File: src/rtl/muldiv_pkg.sv
// Shared encodings for the HI/LO multiply/divide unit.
// Optional feature macro used by muldiv_unit: MULDIV_EARLY_OUT_EN.
package muldiv_pkg;

   localparam int unsigned MD_WIDTH = 32;

   typedef enum logic [2:0] {
      OP_MULT  = 3'b000,
      OP_MULTU = 3'b001,
      OP_DIV   = 3'b010,
      OP_DIVU  = 3'b011,
      OP_MTHI  = 3'b100,
      OP_MTLO  = 3'b101
   } md_op_e;

   typedef enum logic [1:0] {
      ST_IDLE = 2'd0,
      ST_CALC = 2'd1,
      ST_FIX  = 2'd2
   } md_state_e;

   // Quotient written to LO on a divide by zero
   localparam logic [MD_WIDTH-1:0] DIV0_QUOT = '1;

endpackage

File: src/rtl/muldiv_abs.sv
// Two's-complement magnitude with sign flag; invert_i forces a negation so the
// same block can re-sign results after the iteration phase.
module muldiv_abs #(
   parameter int unsigned W = 32
) (
   input  logic [W-1:0] val_i,
   input  logic         signed_i,
   input  logic         invert_i,
   output logic [W-1:0] res_c_o,
   output logic         neg_c_o
);

   assign neg_c_o = signed_i & val_i[W-1];
   assign res_c_o = (neg_c_o ^ invert_i) ? (~val_i + W'(1)) : val_i;

endmodule

File: src/rtl/muldiv_unit.sv
// Iterative HI/LO multiply (radix-2 shift-add) and restoring divide unit.
// Define MULDIV_EARLY_OUT_EN to let multiplies stop once the multiplier is exhausted.
module muldiv_unit
   import muldiv_pkg::*;
#(
   parameter int unsigned WIDTH = MD_WIDTH
) (
   input  logic             clk_i,
   input  logic             reset_i,
   input  logic             start_i,
   input  logic [2:0]       op_i,
   input  logic [WIDTH-1:0] rs_val_i,
   input  logic [WIDTH-1:0] rt_val_i,
   input  logic             abort_i,
   output logic             busy_o,
   output logic             done_o,
   output logic [WIDTH-1:0] hi_o,
   output logic [WIDTH-1:0] lo_o
);

   localparam int unsigned CNT_W = $clog2(WIDTH);
   localparam int unsigned PW    = 2 * WIDTH;
   localparam logic [CNT_W-1:0] CNT_LAST = CNT_W'(WIDTH - 1);

   md_state_e        state_q;
   logic [CNT_W-1:0] cnt_q;
   logic             busy_q, done_q;
   logic [WIDTH-1:0] hi_q, lo_q;
   logic             is_div_q, div0_q, neg_res_q, neg_rem_q;
   logic [WIDTH-1:0] rs_q;
   logic [PW-1:0]    acc_q;      // MUL: product; DIV: {remainder, dividend/quotient}
   logic [PW-1:0]    mcand_q;    // MUL: shifted multiplicand; DIV: divisor in low half
   logic [WIDTH-1:0] mplier_q;

   logic             in_fix;
   logic [WIDTH-1:0] a_val, b_val, a_res, b_res;
   logic             a_sgn, a_inv, b_inv, a_neg, b_neg;
   logic [WIDTH:0]   rem_shift, rem_diff;
   logic [PW-1:0]    div_step, mul_step;
   logic             calc_last;
   logic [WIDTH-1:0] mul_hi_fix;

   // Operand conditioning in IDLE, result re-signing in FIX
   always_comb begin
      in_fix = (state_q == ST_FIX);
      a_val  = rs_val_i;
      b_val  = rt_val_i;
      if (in_fix) begin
         a_val = is_div_q ? acc_q[WIDTH-1:0]  : acc_q[PW-1:WIDTH];
         b_val = is_div_q ? acc_q[PW-1:WIDTH] : acc_q[WIDTH-1:0];
      end
      a_sgn = ~in_fix & ~op_i[0];
      a_inv = in_fix & neg_res_q;
      b_inv = in_fix & (is_div_q ? neg_rem_q : neg_res_q);
   end

   muldiv_abs #(.W(WIDTH)) u_abs_a (
      .val_i    (a_val),
      .signed_i (a_sgn),
      .invert_i (a_inv),
      .res_c_o  (a_res),
      .neg_c_o  (a_neg)
   );

   muldiv_abs #(.W(WIDTH)) u_abs_b (
      .val_i    (b_val),
      .signed_i (a_sgn),
      .invert_i (b_inv),
      .res_c_o  (b_res),
      .neg_c_o  (b_neg)
   );

   // One iteration of each algorithm, plus the high-word borrow fix for a negated product
   always_comb begin
      rem_shift = {acc_q[PW-1:WIDTH], acc_q[WIDTH-1]};
      rem_diff  = rem_shift - {1'b0, mcand_q[WIDTH-1:0]};
      if (rem_diff[WIDTH])
         div_step = {rem_shift[WIDTH-1:0], acc_q[WIDTH-2:0], 1'b0};
      else
         div_step = {rem_diff[WIDTH-1:0], acc_q[WIDTH-2:0], 1'b1};
      mul_step   = mplier_q[0] ? (acc_q + mcand_q) : acc_q;
      mul_hi_fix = (neg_res_q && (acc_q[WIDTH-1:0] != '0)) ? ~acc_q[PW-1:WIDTH] : a_res;
`ifdef MULDIV_EARLY_OUT_EN
      calc_last = (cnt_q == CNT_LAST) || (!is_div_q && (mplier_q[WIDTH-1:1] == '0));
`else
      calc_last = (cnt_q == CNT_LAST);
`endif
   end

   always_ff @(posedge clk_i) begin
      if (!reset_i) begin
         state_q   <= ST_IDLE;
         cnt_q     <= '0;
         busy_q    <= 1'b0;
         done_q    <= 1'b0;
         hi_q      <= '0;
         lo_q      <= '0;
         is_div_q  <= 1'b0;
         div0_q    <= 1'b0;
         neg_res_q <= 1'b0;
         neg_rem_q <= 1'b0;
         rs_q      <= '0;
         acc_q     <= '0;
         mcand_q   <= '0;
         mplier_q  <= '0;
      end else begin
         done_q <= 1'b0;
         unique case (state_q)
            ST_IDLE: begin
               if (start_i && !abort_i) begin
                  case (op_i)
                     OP_MTHI: begin
                        hi_q   <= rs_val_i;
                        done_q <= 1'b1;
                     end
                     OP_MTLO: begin
                        lo_q   <= rs_val_i;
                        done_q <= 1'b1;
                     end
                     OP_MULT, OP_MULTU, OP_DIV, OP_DIVU: begin
                        state_q   <= ST_CALC;
                        busy_q    <= 1'b1;
                        cnt_q     <= '0;
                        is_div_q  <= op_i[1];
                        div0_q    <= op_i[1] && (rt_val_i == '0);
                        neg_res_q <= a_neg ^ b_neg;
                        neg_rem_q <= a_neg;
                        rs_q      <= rs_val_i;
                        mplier_q  <= b_res;
                        if (op_i[1]) begin
                           acc_q   <= {{WIDTH{1'b0}}, a_res};
                           mcand_q <= {{WIDTH{1'b0}}, b_res};
                        end else begin
                           acc_q   <= '0;
                           mcand_q <= {{WIDTH{1'b0}}, a_res};
                        end
                     end
                     default: ;
                  endcase
               end
            end
            ST_CALC: begin
               if (abort_i) begin
                  state_q <= ST_IDLE;
                  busy_q  <= 1'b0;
               end else begin
                  cnt_q <= cnt_q + CNT_W'(1);
                  if (is_div_q) begin
                     acc_q <= div_step;
                  end else begin
                     acc_q    <= mul_step;
                     mcand_q  <= mcand_q << 1;
                     mplier_q <= mplier_q >> 1;
                  end
                  if (calc_last)
                     state_q <= ST_FIX;
               end
            end
            ST_FIX: begin
               state_q <= ST_IDLE;
               busy_q  <= 1'b0;
               if (!abort_i) begin
                  done_q <= 1'b1;
                  if (!is_div_q) begin
                     hi_q <= mul_hi_fix;
                     lo_q <= b_res;
                  end else if (div0_q) begin
                     hi_q <= rs_q;
                     lo_q <= WIDTH'(DIV0_QUOT);
                  end else begin
                     hi_q <= b_res;
                     lo_q <= a_res;
                  end
               end
            end
            default: begin
               state_q <= ST_IDLE;
               busy_q  <= 1'b0;
            end
         endcase
      end
   end

   assign busy_o = busy_q;
   assign done_o = done_q;
   assign hi_o   = hi_q;
   assign lo_o   = lo_q;

endmodule

File: config.mk
export PLATFORM = sky130hd
export DESIGN_NAME = muldiv_unit
export DESIGN_NICKNAME = d
export VERILOG_FILES = /design/src/rtl/muldiv_pkg.sv /design/src/rtl/muldiv_abs.sv /design/src/rtl/muldiv_unit.sv
export SDC_FILE = /design/constraint.sdc
export NUM_CORES = 1
export LEC_CHECK = 0
export ABC_AREA = 1
export BUFFER_PORTS_ARGS = -buffer_cell sky130_fd_sc_hd__clkbuf_2
export CORE_UTILIZATION = 45
export CTS_BUF_LIST = sky130_fd_sc_hd__clkbuf_4 sky130_fd_sc_hd__clkbuf_8 sky130_fd_sc_hd__clkbuf_16
export CTS_CLUSTER_SIZE = 12
export DETAILED_ROUTE_END_ITERATION = 10
export SLEW_MARGIN = 40
export SYNTH_ARGS = -nofsm -noshare
export SYNTH_HDL_FRONTEND = slang
export SYNTH_HIERARCHICAL = 1
export SYNTH_SLANG_ARGS = --single-unit
File: constraint.sdc
create_clock -name clk_i -period 4.3 [get_ports clk_i]
set_clock_uncertainty 0.05 [all_clocks]
set_input_delay 0.215 -clock clk_i [delete_from_list [all_inputs] [get_ports clk_i]]
set_output_delay 0.215 -clock clk_i [all_outputs]
set_load 0.01 [all_outputs]
==> flow_summary.toml <==
[power]
p_int_uw = 5040
combPwrFrac_pct = 24.3
switchingPower_uw = 2860
p_seq_share_pct = 35.2
swShare_pct = 36.2
p_per_area_nw_per_um2 = 279
clkPwrFrac_pct = 40.5
ir_drop_uv = 365
p_leak_uw = 0.0146

[logic_synthesis]
synth_xor_area_share_pct = 2.26
synth-adder-area-share_pct = 5.10
async_reset_ff_share_pct = 0
synth_fp_nets = 4634
netlist_area_um2 = 25100
synth_compound_area_share_pct = 20.8
synth_top_area_share_pct = 21.5
yosys-top-cells-area = "dfxtp_1 21%, nand2_1 21%, inv_1 9.1%"
yosys.area.top_type = "dfxtp_1"
synth_seq_area_share_pct = 21.5
synth_top_family_by_area = "simple AND/OR/NAND/NOR gates"
synth_edf_count = 0
synth-main-ff-cell = "dfxtp_1"
synth_cell_types = 54
syn_area_per_cell_um2 = 5.61
synth_cells = 4462
synth.area.mux_share_pct = 0
yosys.area_share.simple_pct = 37.6
synth.most_common_cell = "nand2_1"
synthTopCellsByCount = "1432 x nand2_1, 607 x inv_1, 511 x nor2_1"
yosys_warnings = 6
synth_seq_cells = 269

[run_status]
status = "completed"

[timing]
worst_pin_slew_ns = 0.948
tns_ns = 0
final.setup.worst_slack_ns = 0.560
fmax_mhz = 267
setup_viol = 0
rsz0062_at_grt = "false"
fin_crit_sh_pct = 87.0
drv_slew = 0
period_needed_ns = 3.74
hold_violations = 0
maxSlewHeadroom_pct = 36.2

[clock_tree]
clk_latency_ns = 0.61
clkSinkCount = 269
root_buffer = "clkbuf_16"
cts_setup_buffers = 0
postCtsHoldBufs = 38
htreeDepth = 2
clock_tree.buffer_depth = 3
clkTransAtPathRegs_ns = 0.06
numCtsBuffers = 34
cts_tree = "built"
post_cts_resized = 0

[placement]
dp_hpwl_um = 100000
numPortBuffers = 136
gp_routability_congestion = 1.08
dp_slack_ns = 0.687

[global_route]
grt_max_degree = 135
grt_pass1_wl_um = 182000
gr-usage-all-layers_pct = 43.6
antenna_found_initial = 4
grt-ovfl-total = 0
grt_pass1_vias = 27100

[layout]
final_nets = 4749
n_fill_cell = 6057
multi_input_area_um2 = 16500
utilization_pct = 51.3
area_growth_syn_to_layout_pct = 12.9
drive_gt1_share_pct = 8.89
ff_latch_area_um2 = 5390

[setup_path]
cp.arrival_ns = 4.19
critPathCaptureType = "register"
critPathKind = "register to register"
startpoint_type = "register"
critical_path_peak_fanout = 29
cp.required_ns = 4.75

[routing]
postRouteAntennaNets = 0
drcViolationCount = 0
vias = 30600
avgRoutedWirePerCell_um = 23.6
drtPass1Iterations = 8
routed_wl_um = 127000
vias_per_cell = 5.71
first_iter_violations = 3940

[floorplanning]
die_w_um = 238
dieArea_um2 = 56600
num_rows = 86
io_pins = 137
die_h_um = 238
core_um2 = 55100
initial_utilization_pct = 45.5

[run]
maxCapViolCount = 0

[min_path]
holdCritPathClass = "input pin to register"
-- final cells by class --
| type | count | share of cell area, % |
|---|---|---|
| Antenna cell | 5 | 0.0442 |
| Clock buffer | 47 | 3.55 |
| Clock inverter | 13 | 0.801 |
| Inverter | 623 | 8.34 |
| Multi-Input combinational cell | 3378 | 58.3 |
| Sequential cell | 269 | 19.1 |
| Tap cell | 748 | 3.31 |
| Timing Repair Buffer | 271 | 6.60 |
-- critical path, cell delays in order (launching register included) --
cell and delay (ns):
dfxtp_1 0.47, inv_2 0.07, nor2_4 0.23, buf_12 0.23
o21ai_0 0.10, o21ai_0 0.41, nand3_1 0.16, nand2_2 0.46
nand2_1 0.21, xnor2_1 0.54, nand2_1 0.11, o211ai_1 0.19
o21ai_0 0.14, a211oi_1 0.26
-- placed cells by master (no fill, tap or decap), types with 35 or more instances in the layout --
master,netlist,routed
a211oi_1,35,35
a21oi_1,304,304
a31oi_1,41,41
buf_4,8,92
clkbuf_16,0,35
clkbuf_2,0,135
dfxtp_1,269,268
dlygate4sd3_1,0,38
ha_1,99,99
inv_1,607,605
nand2_1,1432,1431
nand3_1,229,229
nor2_1,511,509
o211ai_1,45,45
o21ai_0,383,383
xor2_1,48,48
-- power by group through the flow --
stage	Sequential, µW	Clock [µW]	Combinational, µW
floorplan	2750	0	1170
global placement	2820	0	1820
detailed placement	2820	0	1820
CTS	2770	3230	1850
global route	2780	3330	2070
finish	2780	3200	1920
-- stage by stage --
stage	hold slack [ns]	instances	power, µW	area, µm²
6_report	0.0318	5354	7890	28300
5_1_grt	0.0583	5349	8170	28300
4_1_cts	0.00931	5349	7850	28300
3_5_place_dp	0.403	5251	4640	26700
3_3_place_gp	0.396	5251	4640	26600
2_1_floorplan	0.300	4462	3930	25100
-- state kept, by name, indices dropped and copies added, names as in the netlist --
register and count:
mplier_q 32, lo_o 32, div0_q 1, done_o 1, cnt_q 5, acc_q 64
rs_q 32, hi_o 32, mcand_q 64, busy_o 1, is_div_q 1, neg_res_q 1
state_q 2, neg_rem_q 1
-- worst paths after layout --
kind                                    end  slack [ns]  cells after the start         start
worst max-delay path            mcand_q[12]        0.56                     13    state_q[1]
worst min-delay path                 div0_q        0.03                      6  rt_val_i[13]
worst max register to register  mcand_q[12]        0.56                     13    state_q[1]
worst min register to register       busy_o        0.41                      2        busy_o
-- per-layer routing --
metal	part of all wire [%]	wire (µm)	GRT usage (%)	vias up
met5	0.010	13	0	-
met4	5.3	6680	20.6	2
met3	12	14800	10.1	321
met2	40	51200	62.7	1699
met1	43	53900	60.9	14000
li1	-	-	-	14600
-- logic make-up after synthesis --
family,after synthesis
flip-flops,269
adder cells (fa/ha/maj),101
AND/OR/NAND/NOR,2311
AO/OA/AOI/OAI,903
buffers and inverters,815
XOR/XNOR,63
(Power assumes the default switching activity.)
